[src/rtl/pipe_skid_reg_pkg.sv]
// Shared pipeline package: skid-register state encoding.
// Imported by the skid register and its storage cells.
package pipe_skid_reg_pkg;

   typedef enum logic [1:0] {
      ST_EMPTY = 2'd0,
      ST_ONE   = 2'd1,
      ST_TWO   = 2'd2
   } skid_state_t;

   localparam int OCC_W = 2;

endpackage

[src/rtl/pipe_skid_reg_regwen.sv]
// RegWEn: WIDTH-bit register with load enable and
// async active-low reset to RST_VAL.
// Ports: clk, rst_n, i_en, i_d -> o_q.
module RegWEn
   import pipe_skid_reg_pkg::*;
#(
   parameter int             WIDTH   = 32,
   parameter logic [WIDTH-1:0] RST_VAL = '0
) (
   input  logic             clk,
   input  logic             rst_n,
   input  logic             i_en,
   input  logic [WIDTH-1:0] i_d,
   output logic [WIDTH-1:0] o_q
);

   logic [WIDTH-1:0] r_q;

   always_ff @(posedge clk or negedge rst_n) begin
      if (!rst_n) begin
         r_q <= RST_VAL;
      end else if (i_en) begin
         r_q <= i_d;
      end
   end

   assign o_q = r_q;

endmodule

[src/rtl/pipe_skid_reg.sv]
// Two-entry skid register with fully registered in_ready.
// Ports: clk, rst(n), in_valid/in_ready/in_data, flush,
//        out_valid/out_ready/out_data, occ (0..2).
module pipe_skid_reg
   import pipe_skid_reg_pkg::*;
#(
   parameter int               WIDTH   = 32,
   parameter logic [WIDTH-1:0] RST_VAL = '0
) (
   input  logic             clk,
   input  logic             rst,
   input  logic             in_valid,
   output logic             in_ready,
   input  logic [WIDTH-1:0] in_data,
   input  logic             flush,
   output logic             out_valid,
   input  logic             out_ready,
   output logic [WIDTH-1:0] out_data,
   output logic [OCC_W-1:0] occ
);

   skid_state_t r_state;
   skid_state_t w_state_nxt;

   logic             w_acc;
   logic             w_con;
   logic             w_main_en;
   logic             w_skid_en;
   logic [WIDTH-1:0] w_main_d;
   logic [WIDTH-1:0] w_skid_d;
   logic [WIDTH-1:0] w_main_q;
   logic [WIDTH-1:0] w_skid_q;

   // Handshake flags come from state only, so in_ready never
   // sees out_ready or in_valid combinationally.
   assign in_ready  = (r_state != ST_TWO);
   assign out_valid = (r_state != ST_EMPTY);
   assign out_data  = w_main_q;
   assign occ       = r_state;

   assign w_acc = in_valid & in_ready;
   assign w_con = out_valid & out_ready;

   always_ff @(posedge clk or negedge rst) begin
      if (!rst) begin
         r_state <= ST_EMPTY;
      end else begin
         r_state <= w_state_nxt;
      end
   end

   always_comb begin
      w_state_nxt = r_state;
      w_main_en   = 1'b0;
      w_skid_en   = 1'b0;
      w_main_d    = in_data;
      w_skid_d    = in_data;
      if (flush) begin
         // Kill wins over any same-cycle accept or consume.
         w_state_nxt = ST_EMPTY;
         w_main_en   = 1'b1;
         w_skid_en   = 1'b1;
         w_main_d    = RST_VAL;
         w_skid_d    = RST_VAL;
      end else begin
         unique case (r_state)
            ST_EMPTY: begin
               if (w_acc) begin
                  w_main_en   = 1'b1;
                  w_state_nxt = ST_ONE;
               end
            end
            ST_ONE: begin
               if (w_acc && w_con) begin
                  w_main_en = 1'b1;
               end else if (w_acc) begin
                  w_skid_en   = 1'b1;
                  w_state_nxt = ST_TWO;
               end else if (w_con) begin
                  w_state_nxt = ST_EMPTY;
               end
            end
            ST_TWO: begin
               if (w_con) begin
                  w_main_en   = 1'b1;
                  w_main_d    = w_skid_q;
                  w_state_nxt = ST_ONE;
               end
            end
            default: begin
               w_state_nxt = ST_EMPTY;
            end
         endcase
      end
   end

   RegWEn #(
      .WIDTH   (WIDTH),
      .RST_VAL (RST_VAL)
   ) u_main (
      .clk   (clk),
      .rst_n (rst),
      .i_en  (w_main_en),
      .i_d   (w_main_d),
      .o_q   (w_main_q)
   );

   RegWEn #(
      .WIDTH   (WIDTH),
      .RST_VAL (RST_VAL)
   ) u_skid (
      .clk   (clk),
      .rst_n (rst),
      .i_en  (w_skid_en),
      .i_d   (w_skid_d),
      .o_q   (w_skid_q)
   );

endmodule

[config.mk]
export PLATFORM = sky130hd
export DESIGN_NAME = pipe_skid_reg
export DESIGN_NICKNAME = d
export VERILOG_FILES = /design/src/rtl/pipe_skid_reg_pkg.sv /design/src/rtl/pipe_skid_reg_regwen.sv /design/src/rtl/pipe_skid_reg.sv
export SDC_FILE = /design/constraint.sdc
export NUM_CORES = 1
export LEC_CHECK = 0
export BUFFER_PORTS_ARGS = -buffer_cell sky130_fd_sc_hd__buf_2
export CAP_MARGIN = 0
export CORE_MARGIN = 2
export CORE_UTILIZATION = 28
export CTS_CLUSTER_DIAMETER = 120
export DETAILED_ROUTE_END_ITERATION = 8
export PLACE_DENSITY = 0.56
export SLEW_MARGIN = 20
export SYNTH_ARGS = -nofsm -noshare
export SYNTH_HDL_FRONTEND = slang
export SYNTH_SLANG_ARGS = --single-unit
[constraint.sdc]
create_clock -name clk -period 1.5 [get_ports clk]
set_clock_uncertainty 0.05 [all_clocks]
set_input_delay 0.375 -clock clk [delete_from_list [all_inputs] [get_ports clk]]
set_output_delay 0.375 -clock clk [all_outputs]
set_load 0.1 [all_outputs]
* Word-level counts from Yosys, hierarchy flattened
Cells that the tools add are included.
Word-level totals: flip-flop bits (word level) 66, bits in latches 0, RAM bits 0, ROM bits 0, output and inout bits 36, word-level logic and storage cells 35, memories kept 0
Cells by class: add/subtract/negate cells 0, multipliers 0, divide/modulo/power cells 0, order comparisons 0, equality and inequality tests 7, shifts and indexed selects 0, multiplexer cells 19, bitwise operators 2, reduce and logical (&&, ||, !) cells 4
Operators with widths (number):
- 32-bit 2-to-1 mux | 4
- 2-bit 2-to-1 mux | 6
- 3-bit inequality test (second input constant) | 3
- 1-bit 2-to-1 mux | 7
- 2-bit case mux with 3 select lines | 1
- 4-bit inequality test (second input constant) | 1
- 4-bit AND reduction | 1
- 1-bit case mux with 3 select lines | 1
- 1-bit AND | 2
- 2-bit by 1-bit == test with 1-bit output (second input constant) | 1
- 2-bit == test (second input constant) | 1
- 2-bit zero test | 1
- 2-bit inequality test (second input constant) | 1
- 2-bit nonzero test | 1
- 1-bit logical AND | 1

* Logic depth before layout (Yosys ltp)
Gate-level depths: netlist of the first run.
depth in word-level cells 7, mapped depth 5

* Cells and area by module
From an unflattened synthesis of the first run, not the netlist that was laid out.
Second synthesis, totals: cells, all modules 296, area total of the unflattened synthesis 3523.4 sq um
Modules (own cells, without submodules):
- RegWEn | times used 2, cells each 68, area each 1345.0 sq um
- pipe_skid_reg | times used 1, cells each 160, area each 833.3 sq um

* Least setup slack after synthesis of the first run
OpenSTA, ideal clock, no wires.
path type reg-to-reg, start register r_state[0] (netlist: occ[0]), end register u_main.r_q[0] (netlist: u_main.o_q[0]), arrival time 2395 ps, data required time 1375 ps, path slack -1019 ps, cell stages (with the launch flop) 6, period minus slack after synthesis 2519 ps, cell sequence dfrtp_1 > nand2b_2 > a21boi_2 > nor3_2 > buf_4 > o2bb2ai_2
Between the ends: cells in the longest elaborated chain, start to end 6
RTL lines:
- from (decl) | RTL line pipe_skid_reg.sv:22 | skid_state_t r_state;
- from (signal assigned) | RTL line pipe_skid_reg.sv:48 | r_state <= w_state_nxt;
- 2-bit inequality test * | RTL line pipe_skid_reg.sv:36 | assign in_ready = (r_state != ST_TWO);
- net in_ready | RTL line pipe_skid_reg.sv:13 | output logic in_ready,
- 1-bit AND * | RTL line pipe_skid_reg.sv:41 | assign w_acc = in_valid & in_ready;
- 1-bit logical AND | RTL line pipe_skid_reg.sv:74 | if (w_acc && w_con) begin
- 1-bit 2-to-1 mux | RTL line pipe_skid_reg.sv:74
- 1-bit case mux with 3 select lines * | RTL line pipe_skid_reg.sv:66 | unique case (r_state)
- 1-bit 2-to-1 mux * | RTL line pipe_skid_reg.sv:58 | if (flush) begin
- to (signal assigned) | RTL line pipe_skid_reg_regwen.sv:23 | r_q <= i_d;
- to (decl) | RTL line pipe_skid_reg_regwen.sv:17 | logic [WIDTH-1:0] r_q;
The timed path passes the listed nets; every way through them passes the cells marked *. A chain may end at the register's enable or synchronous reset.

* Worst setup path after layout of the first run
start register r_state[1] (netlist: occ[1]), end output in_ready
Between the ends: cells in the longest elaborated chain, start to end 1
RTL lines (RTL line):
- 2-bit inequality test | pipe_skid_reg.sv:36
- to (decl) | pipe_skid_reg.sv:13
Every way passes these cells.

==> results of run 1 <==
## report_power, final
group          switching [mW]  internal, mW  leakage, nW  total, mW
logic                   0.865         0.556         1.31       1.42
clock network           0.672         0.835        0.101       1.51
registers               0.112          1.87        0.892       1.99
## layout by cell type, fill, tap and decap left out, types with 7 or more instances in the layout
cell type	instances
buf_2	36
dfrtp_1	64
mux2i_1	24
buf_12	49
clkbuf_8	11
buf_4	7
o2bb2ai_1	8
a22o_1	32
o2bb2ai_2	24
buf_6	15
## what timing repair did
| item | CTS | global route |
|---|---|---|
| endpoints found under the hold margin | 2 | 0 |
| hold buffers | 1 | 0 |
| cloned | 8 | 0 |
| endpoints found under the setup margin | 68 | 69 |
| gates resized for setup | 35 | 18 |
| buffers inserted | 16 | 3 |
| pin swaps | 8 | 35 |
## registers in the layout (all words and copies together), names as in the netlist
name	count
u_main.o_q	32
u_skid.o_q	32
occ	2
## per-layer routing
metal,routed length (um),GRT usage (%),vias up
met5,0,0,-
met2,3780,24.4,66
li1,-,-,986
met4,82,4.34,0
met3,443,5.20,9
met1,3520,20.9,1080
## logic make-up after synthesis
family | after synthesis | share of synthesized area [%]
buf+inv | 17 | 3.34
compound gates | 68 | 23.4
simple gates | 12 | 2.76
mux | 33 | 11.7
flops | 66 | 58.7
## worst max-delay path, stage by stage, from the launching register on
cell and delay, ns:
dfrtp_4 0.50, buf_6 0.14, nand2b_4 0.06, buf_6 0.10, buf_12 0.16
## stage by stage
| stage | hold WS, ns | setup slack [ns] |
|---|---|---|
| floorplan | 0.0294 | -0.353 |
| global placement | 0.372 | -0.115 |
| detailed placement | 0.376 | -0.165 |
| CTS | 0.191 | -0.244 |
| global route | 0.186 | -0.270 |
| finish | 0.204 | -0.222 |
## how the worst min path moves through the flow
stage	to	slack [ns]
5_1_grt	u_skid.o_q[26]	0.19
2_1_floorplan	u_main.o_q[0]	0.03
3_5_place_dp	u_main.o_q[11]	0.38
3_3_place_gp	u_main.o_q[11]	0.37
6_report	u_skid.o_q[31]	0.20
4_1_cts	u_skid.o_q[31]	0.19
## area by class of cell
cell class / count / area [sq um] / area share (%)
Tap cell: 133 / 166 / 3.44
Timing Repair Buffer: 112 / 1500 / 31.0
Clock buffer: 11 / 151 / 3.13
Multi-Input combinational cell: 115 / 1320 / 27.3
Clock inverter: 3 / 40.0 / 0.827
Sequential cell: 66 / 1660 / 34.3
Inverter: 1 / 3.75 / 0.0775
==> metrics.txt, run 1 <==
weighted congestion at the end of routability-driven global placement 0.768; origin of the worst setup path occ[1]; wire length of the first global-routing pass 13100 um; GRT Overall Usage 15.7%; drt first-iter violations 61; commonest register cell after synthesis dfrtp_1; number of placed instances with taps included 405; status finished with violations; beginning of the worst hold path in_data[31]; ratio of total power to cell area 1010 nW/um^2; floorplan row count 36; arrival time reported for the critical path endpoint 1.30 ns; fraction of the yosys area taken by sequential cells 58.7%; I/O pins 73; synth top area cells dfrtp_1 59%, mux2i_1 12%, a22o_1 10%; Max H-tree Level 3; violations in the final reports negative setup slack; final cell utilization of the core 49.6%; WS Path Type reg -> out; insertion delay to the later sink of the worst-skew pair 0.35 ns; maximum operating frequency 0.581 GHz; number of standard cells in the final layout excluding fillers 441; clock-pin slew on the worst setup and hold paths 0.08 ns; Critical Path Start Type register; most area-hungry cell type in the Yosys netlist dfrtp_1; vias in the first global route 2373; total power 4.92 mW; worst hold path type in -> reg; clock tree from TritonCTS done; fraction of synthesized cell area taken by the top area cell type 58.7%; WL per Instance 17.7 um; master cell of the clock root buffer clkbuf_8; # nets final 342; buffers from clock root to sink, at most 2; vertical die dimension 104 um; slack of the worst reg-to-reg path -0.20 ns; synth unique cells 19; Worst setup EP type primary output; placeable core area 9770 sq um; final hold violation count 0; synthesized netlist net count 233; Final Cycle Share 115%; Post-synth top cells 66 x dfrtp_1, 33 x mux2i_1, 32 x a22o_1; Yosys warnings 0; unrepaired setup endpoints after global routing true; number of storage elements in the synthesis netlist 66; detailed-route DRC error count 0; endpoint of the most critical register-to-register path u_main.o_q[15]; number of cells on the worst hold path 2; setup TNS -10.75 ns; headroom to the max-slew limit 75.6%; highest net fanout along the worst path 3; Cell Area, Placed 4120 sq um; fin worst setup slack -0.222 ns; area growth from synthesis to layout 72.3%; asr flop ratio synth 100%; max-slew violation count 0; area enclosed by the die boundary 10900 sq um; Critical Path RT 1.07 ns; cell count after synthesis 196; peak ir drop on the vdd network 0.479 mV; routed wire length 7820 um; number of nets with antenna violations after routing 0; floorplan die width 104 um; number of CTS-inserted buffers 9; total grt overflow 0; most repeated cell in the gate-level netlist after synthesis dfrtp_1; TritonCTS sink count 66; fill cell instance count of the final layout 854; number of input and output port buffers inserted 72; fraction of final layout cells sized beyond drive strength 1 56.2%; mean number of vias per cell 4.85; combined area of all synthesized cells 2810 sq um; DP Wirelength 4410 um; antenna cell count 0; logic depth of the worst register-to-register path 7; starting density of the core 28.8%; number of antenna violations at the first check in global routing 0; final setup violation count 69; fin area 4840 sq um; total number of vias 2141; MaxCap Viol Count 0; destination of the critical timing path in_ready; count of flip-flops with a built-in enable after synthesis 0; Pre-antenna DRT Iters 4; Least-Margin Pin Slew 0.367 ns; Critical R2R Launch occ[1]; synthesized area per cell 14.3 sq um; time the worst path needs with I/O delays and setup 1.72 ns; largest net degree at the start of global routing 67; reported leakage power 2.30 nW
Note: power is estimated with default switching activity, not from simulation.
==> run 2: changes to the inputs <==
SKIP_CTS_REPAIR_TIMING = 1   (was default)
==> run 2 against run 1 <==
Effect of this change: the run ends with negative hold slack, negative setup slack left; first-iteration DRC count down 23%; hold slack got worse by 0.21 ns; maximum frequency up 0.13%; utilization down 3.1 points; clock power hardly changed; largest cell class unchanged; largest power group unchanged.
==> metrics.txt, run 2 (synthesis results as in run 1) <==
MaxCap Viol Count 0; WL per Instance 17.4 um; Post-Route Hold Slack -0.00472 ns; largest net degree at the start of global routing 67; Critical R2R Launch occ[1]; slack of the worst reg-to-reg path -0.18 ns; buffers from clock root to sink, at most 2; area growth from synthesis to layout 61.3%; wire length of the first global-routing pass 11400 um; most frequent cells in the layout 64 x dfrtp_1, 43 x buf_12, 36 x buf_2, 32 x a22o_1, 30 x mux2i_1; peak ir drop on the vdd network 0.479 mV; CP Buf/Inv Count 3; worst hold path type in -> async; commonest non-fill, non-tap cell in the layout dfrtp_1; Least-Margin Pin Slew 0.510 ns; total number of vias 2065; unrepaired setup endpoints after global routing true; number of nets with antenna violations after routing 0; starting density of the core 28.8%; antenna cell count 0; vias in the first global route 2160; final setup violation count 68; headroom to the max-slew limit 65.9%; number of standard cells in the final layout excluding fillers 428; I/O pins 73; highest net fanout along the worst path 4; number of CTS-inserted buffers 9; family with the most delay on the worst path flip-flops; weighted congestion at the end of routability-driven global placement 0.768; fin worst setup slack -0.220 ns; placement-stage worst setup slack -0.165 ns; routed wire length 7450 um; maximum operating frequency 0.581 GHz; total grt overflow 0; number of antenna violations at the first check in global routing 0; number of input and output port buffers inserted 72; clock-pin slew on the worst setup and hold paths 0.07 ns; reported leakage power 2.23 nW; vertical die dimension 104 um; relative contribution of combinational cells to total power 27.9%; mean number of vias per cell 4.82; logic depth of the worst register-to-register path 6; switching share of total power 33.6%; Critical Path RT 1.07 ns; # nets final 329; GRT Overall Usage 13.3%; floorplan die width 104 um; area enclosed by the die boundary 10900 sq um; DP Wirelength 4410 um; Pre-antenna DRT Iters 4; insertion delay to the later sink of the worst-skew pair 0.35 ns; status finished with violations; cell type with the highest occurrence count on the critical path buf_6; share of power burned in the clock network 31.1%; Max H-tree Level 3; TritonCTS sink count 66; endpoint of the most critical register-to-register path u_main.o_q[15]; arrival time reported for the critical path endpoint 1.30 ns; Worst setup EP type primary output; drt first-iter violations 47; placeable core area 9770 sq um; violations in the final reports negative hold slack, negative setup slack; detailed-route DRC error count 0; Final Cycle Share 115%; number of placed instances with taps included 405; floorplan row count 36; final cell utilization of the core 46.4%; worst stage delay on the critical path 0.50 ns; max-slew violation count 0; ratio of total power to cell area 1070 nW/um^2; WS Path Type reg -> out; cells along the critical path buf_6, nand2b_4, buf_6, buf_12; Critical Path Start Type register; sequential cell fraction of total power 41.0%; final hold violation count 3; cell with the largest stage delay on the worst path dfrtp_4; setup TNS -9.18 ns; clock tree from TritonCTS done; fraction of final layout cells sized beyond drive strength 1 51.9%; time the worst path needs with I/O delays and setup 1.72 ns; master cell of the clock root buffer clkbuf_8; Internal Power 3.21 mW; Sw Pwr 1.63 mW
run 2: cell count changes in the layout (fill, tap and decap cells not counted), moves of 2 or more:
cell       delta
clkbuf_16     +2
buf_12        -6
mux2i_2       -3
buf_4         +5
nor2_4        -3
buf_16        -3
buf_6         -9
mux2i_4       -3
mux2i_1       +6
run 2: worst max path at each step:
stage	startpoint	end	depth (start not counted)
after global placement	out_ready	u_skid.o_q[12]	5
after global routing	occ[1]	in_ready	4
after CTS	occ[0]	out_valid	2
after floorplan	occ[0]	u_main.o_q[0]	5
after detailed placement	occ[0]	u_skid.o_q[7]	4
final	occ[1]	in_ready	4
run 2: metal layers:
layer	wire, um	global-route usage [%]	share of wire [%]
met5	0	0	0
met3	357	4.20	4.8
met4	121	6.08	1.6
met1	3430	17.5	46
met2	3540	20.1	48
run 2: cell type report:
class	count	area, sq um
inverters	1	3.75
clock inverters	3	40.0
fillers	878	5240
clock buffers	11	151
multi-input cells	114	1240
well taps	133	166
repair buffers	100	1280
flip-flops and latches	66	1660
run 2: per-stage QoR:
stage                     cell area [sq um]  total power [mW]
final                                  4540              4.84
after global routing                   4540              5.03
after CTS                              4310              4.84
after detailed placement               4120              3.32
after global placement                 4120              3.31
after floorplan                        2920              2.75
run 2: power groups by stage:
| stage | combinational, mW | sequential [mW] | clock [mW] |
|---|---|---|---|
| final | 1.35 | 1.99 | 1.51 |
| after floorplan | 0.267 | 2.49 | 0 |
| after detailed placement | 1.30 | 2.01 | 0 |
| after global routing | 1.41 | 2.00 | 1.63 |
| after global placement | 1.29 | 2.01 | 0 |
| after CTS | 1.31 | 1.98 | 1.55 |
==> run 3: changes to the inputs <==
CORE_UTILIZATION = 52   (was 28)
HOLD_SLACK_MARGIN = 0.03   (was default)
PLACE_DENSITY = 0.87   (was 0.56)
==> run 3 against run 2 <==
Effect of this change: cell count shrank 14%; largest power group unchanged; largest cell class unchanged; critical endpoint unchanged; cell area rose by 5.7%; critical path depth is 1 lower; the flow finishes with violations (negative setup slack).
==> metrics.txt, run 3 (synthesis results as in run 1) <==
number of CTS-inserted buffers 9; footprint of the multi-input gates 1500 sq um; CP Buf/Inv Count 2; unrepaired setup endpoints after global routing true; M1 WL 3630 um; routed wire length 9790 um; max-slew violation count 0; drt first-iter violations 223; share of power burned in the clock network 30.2%; violations in the final reports negative setup slack; Max H-tree Level 3; clock-pin slew on the worst setup and hold paths 0.07 ns; ratio of total power to cell area 1050 nW/um^2; placeable core area 5170 sq um; fill cell instance count of the final layout 149; Internal Power 3.25 mW; vias in the first global route 2213; highest net fanout along the worst path 6; Pre-antenna DRT Iters 4; status finished with violations; commonest non-fill, non-tap cell in the layout dfrtp_1; Final Cycle Share 116%; met3 layer wire length in the routed design 507 um; weighted congestion at the end of routability-driven global placement 0.753; total power 5.03 mW; fin worst setup slack -0.237 ns; Critical R2R Launch occ[1]; area taken by flip-flops and latches 1660 sq um; headroom to the max-slew limit 72.3%; highest metal used met4; total grt overflow 0; switching share of total power 35.4%; worst stage delay on the critical path 0.51 ns; sequential cell fraction of total power 39.9%; Critical Path Start Type register; largest net degree at the start of global routing 67; starting density of the core 54.4%; amount of wire on met2 after detailed routing 5220 um; wire length of the first global-routing pass 11100 um; cell with the largest stage delay on the worst path dfrtp_4; # nets final 330; Worst setup EP type primary output; TritonCTS sink count 66; DP Wirelength 4450 um; total number of vias 2280; area enclosed by the die boundary 6010 sq um; MaxCap Viol Count 0; relative contribution of combinational cells to total power 29.9%; final cell utilization of the core 92.7%; buffers from clock root to sink, at most 2; number of antenna violations at the first check in global routing 0; arrival time reported for the critical path endpoint 1.31 ns; vertical die dimension 77.5 um; antenna cell count 0; area growth from synthesis to layout 70.6%; slack of the worst reg-to-reg path -0.18 ns; clock tree from TritonCTS done; number of placed instances with taps included 340; beginning of the worst hold path in_data[12]; WL per Instance 26.6 um; mean number of vias per cell 6.20; reported leakage power 2.30 nW; number of input and output port buffers inserted 72; detailed-route DRC error count 0; cells along the critical path nand2b_4, buf_6, buf_12; floorplan die width 77.5 um; number of standard cells in the final layout excluding fillers 368; final setup violation count 69; worst hold path type in -> reg; peak ir drop on the vdd network 0.732 mV; family with the most delay on the worst path flip-flops; Sw Pwr 1.78 mW; origin of the worst setup path occ[0]; time the worst path needs with I/O delays and setup 1.74 ns; insertion delay to the later sink of the worst-skew pair 0.34 ns; GRT Overall Usage 23.9%; most frequent cells in the layout 64 x dfrtp_1, 43 x buf_12, 36 x buf_2, 32 x a22o_1, 26 x mux2i_1; maximum operating frequency 0.576 GHz; Least-Margin Pin Slew 0.415 ns; I/O pins 73; floorplan row count 26; master cell of the clock root buffer clkbuf_8; fraction of final layout cells sized beyond drive strength 1 56.4%; final hold violation count 0; Critical Path RT 1.07 ns; number of nets with antenna violations after routing 0; WS Path Type reg -> out
-- run 3: power groups by stage --
stage	logic [mW]	registers [mW]	clock network, mW
4_1_cts	1.30	1.98	1.50
3_3_place_gp	1.28	2.01	0
5_1_grt	1.55	2.01	1.61
2_1_floorplan	0.267	2.49	0
3_5_place_dp	1.29	2.01	0
6_report	1.51	2.01	1.52
-- run 3: layout make-up --
class | count | share of cell area [%]
Tap cell | 70 | 1.83
Timing Repair Buffer | 102 | 28.1
Inverter | 1 | 0.0783
Clock inverter | 5 | 1.12
Multi-Input combinational cell | 113 | 31.3
Sequential cell | 66 | 34.6
Clock buffer | 11 | 2.95
-- run 3: through the flow --
step / hold slack, ns / cell area [sq um] / setup WS [ns] / TNS (ns)
floorplan: 0.0294 / 2920 / -0.353 / -14.76
global placement: 0.361 / 4010 / -0.0422 / -1.04
detailed placement: 0.363 / 4010 / -0.0947 / -2.92
CTS: -0.00181 / 4200 / -0.380 / -6.00
global route: 0.212 / 4800 / -0.253 / -9.53
finish: 0.221 / 4800 / -0.237 / -7.01
-- run 3: worst paths after layout --
kind                             endpoint  cells past startpoint
max                              in_ready                      3
min                        u_skid.o_q[12]                      2
max reg2reg                u_main.o_q[19]                      5
min reg2reg                 u_skid.o_q[5]                      1
max in group asynchronous  u_skid.o_q[29]                      3
min in group asynchronous          occ[1]                      3
-- run 3: per-layer routing --
layer / track usage [%] / vias up
li1: - / 950
met1: 31.0 / 1179
met2: 40.3 / 115
met3: 4.07 / 36
met4: 9.29 / 0
met5: 0 / -
-- run 3: worst reg2reg max path, stage by stage (launching register included) --
cell,delay (ns)
dfrtp_4,0.53
nand3b_1,0.11
buf_4,0.20
clkbuf_16,0.20
mux2i_1,0.36
o2bb2ai_4,0.13
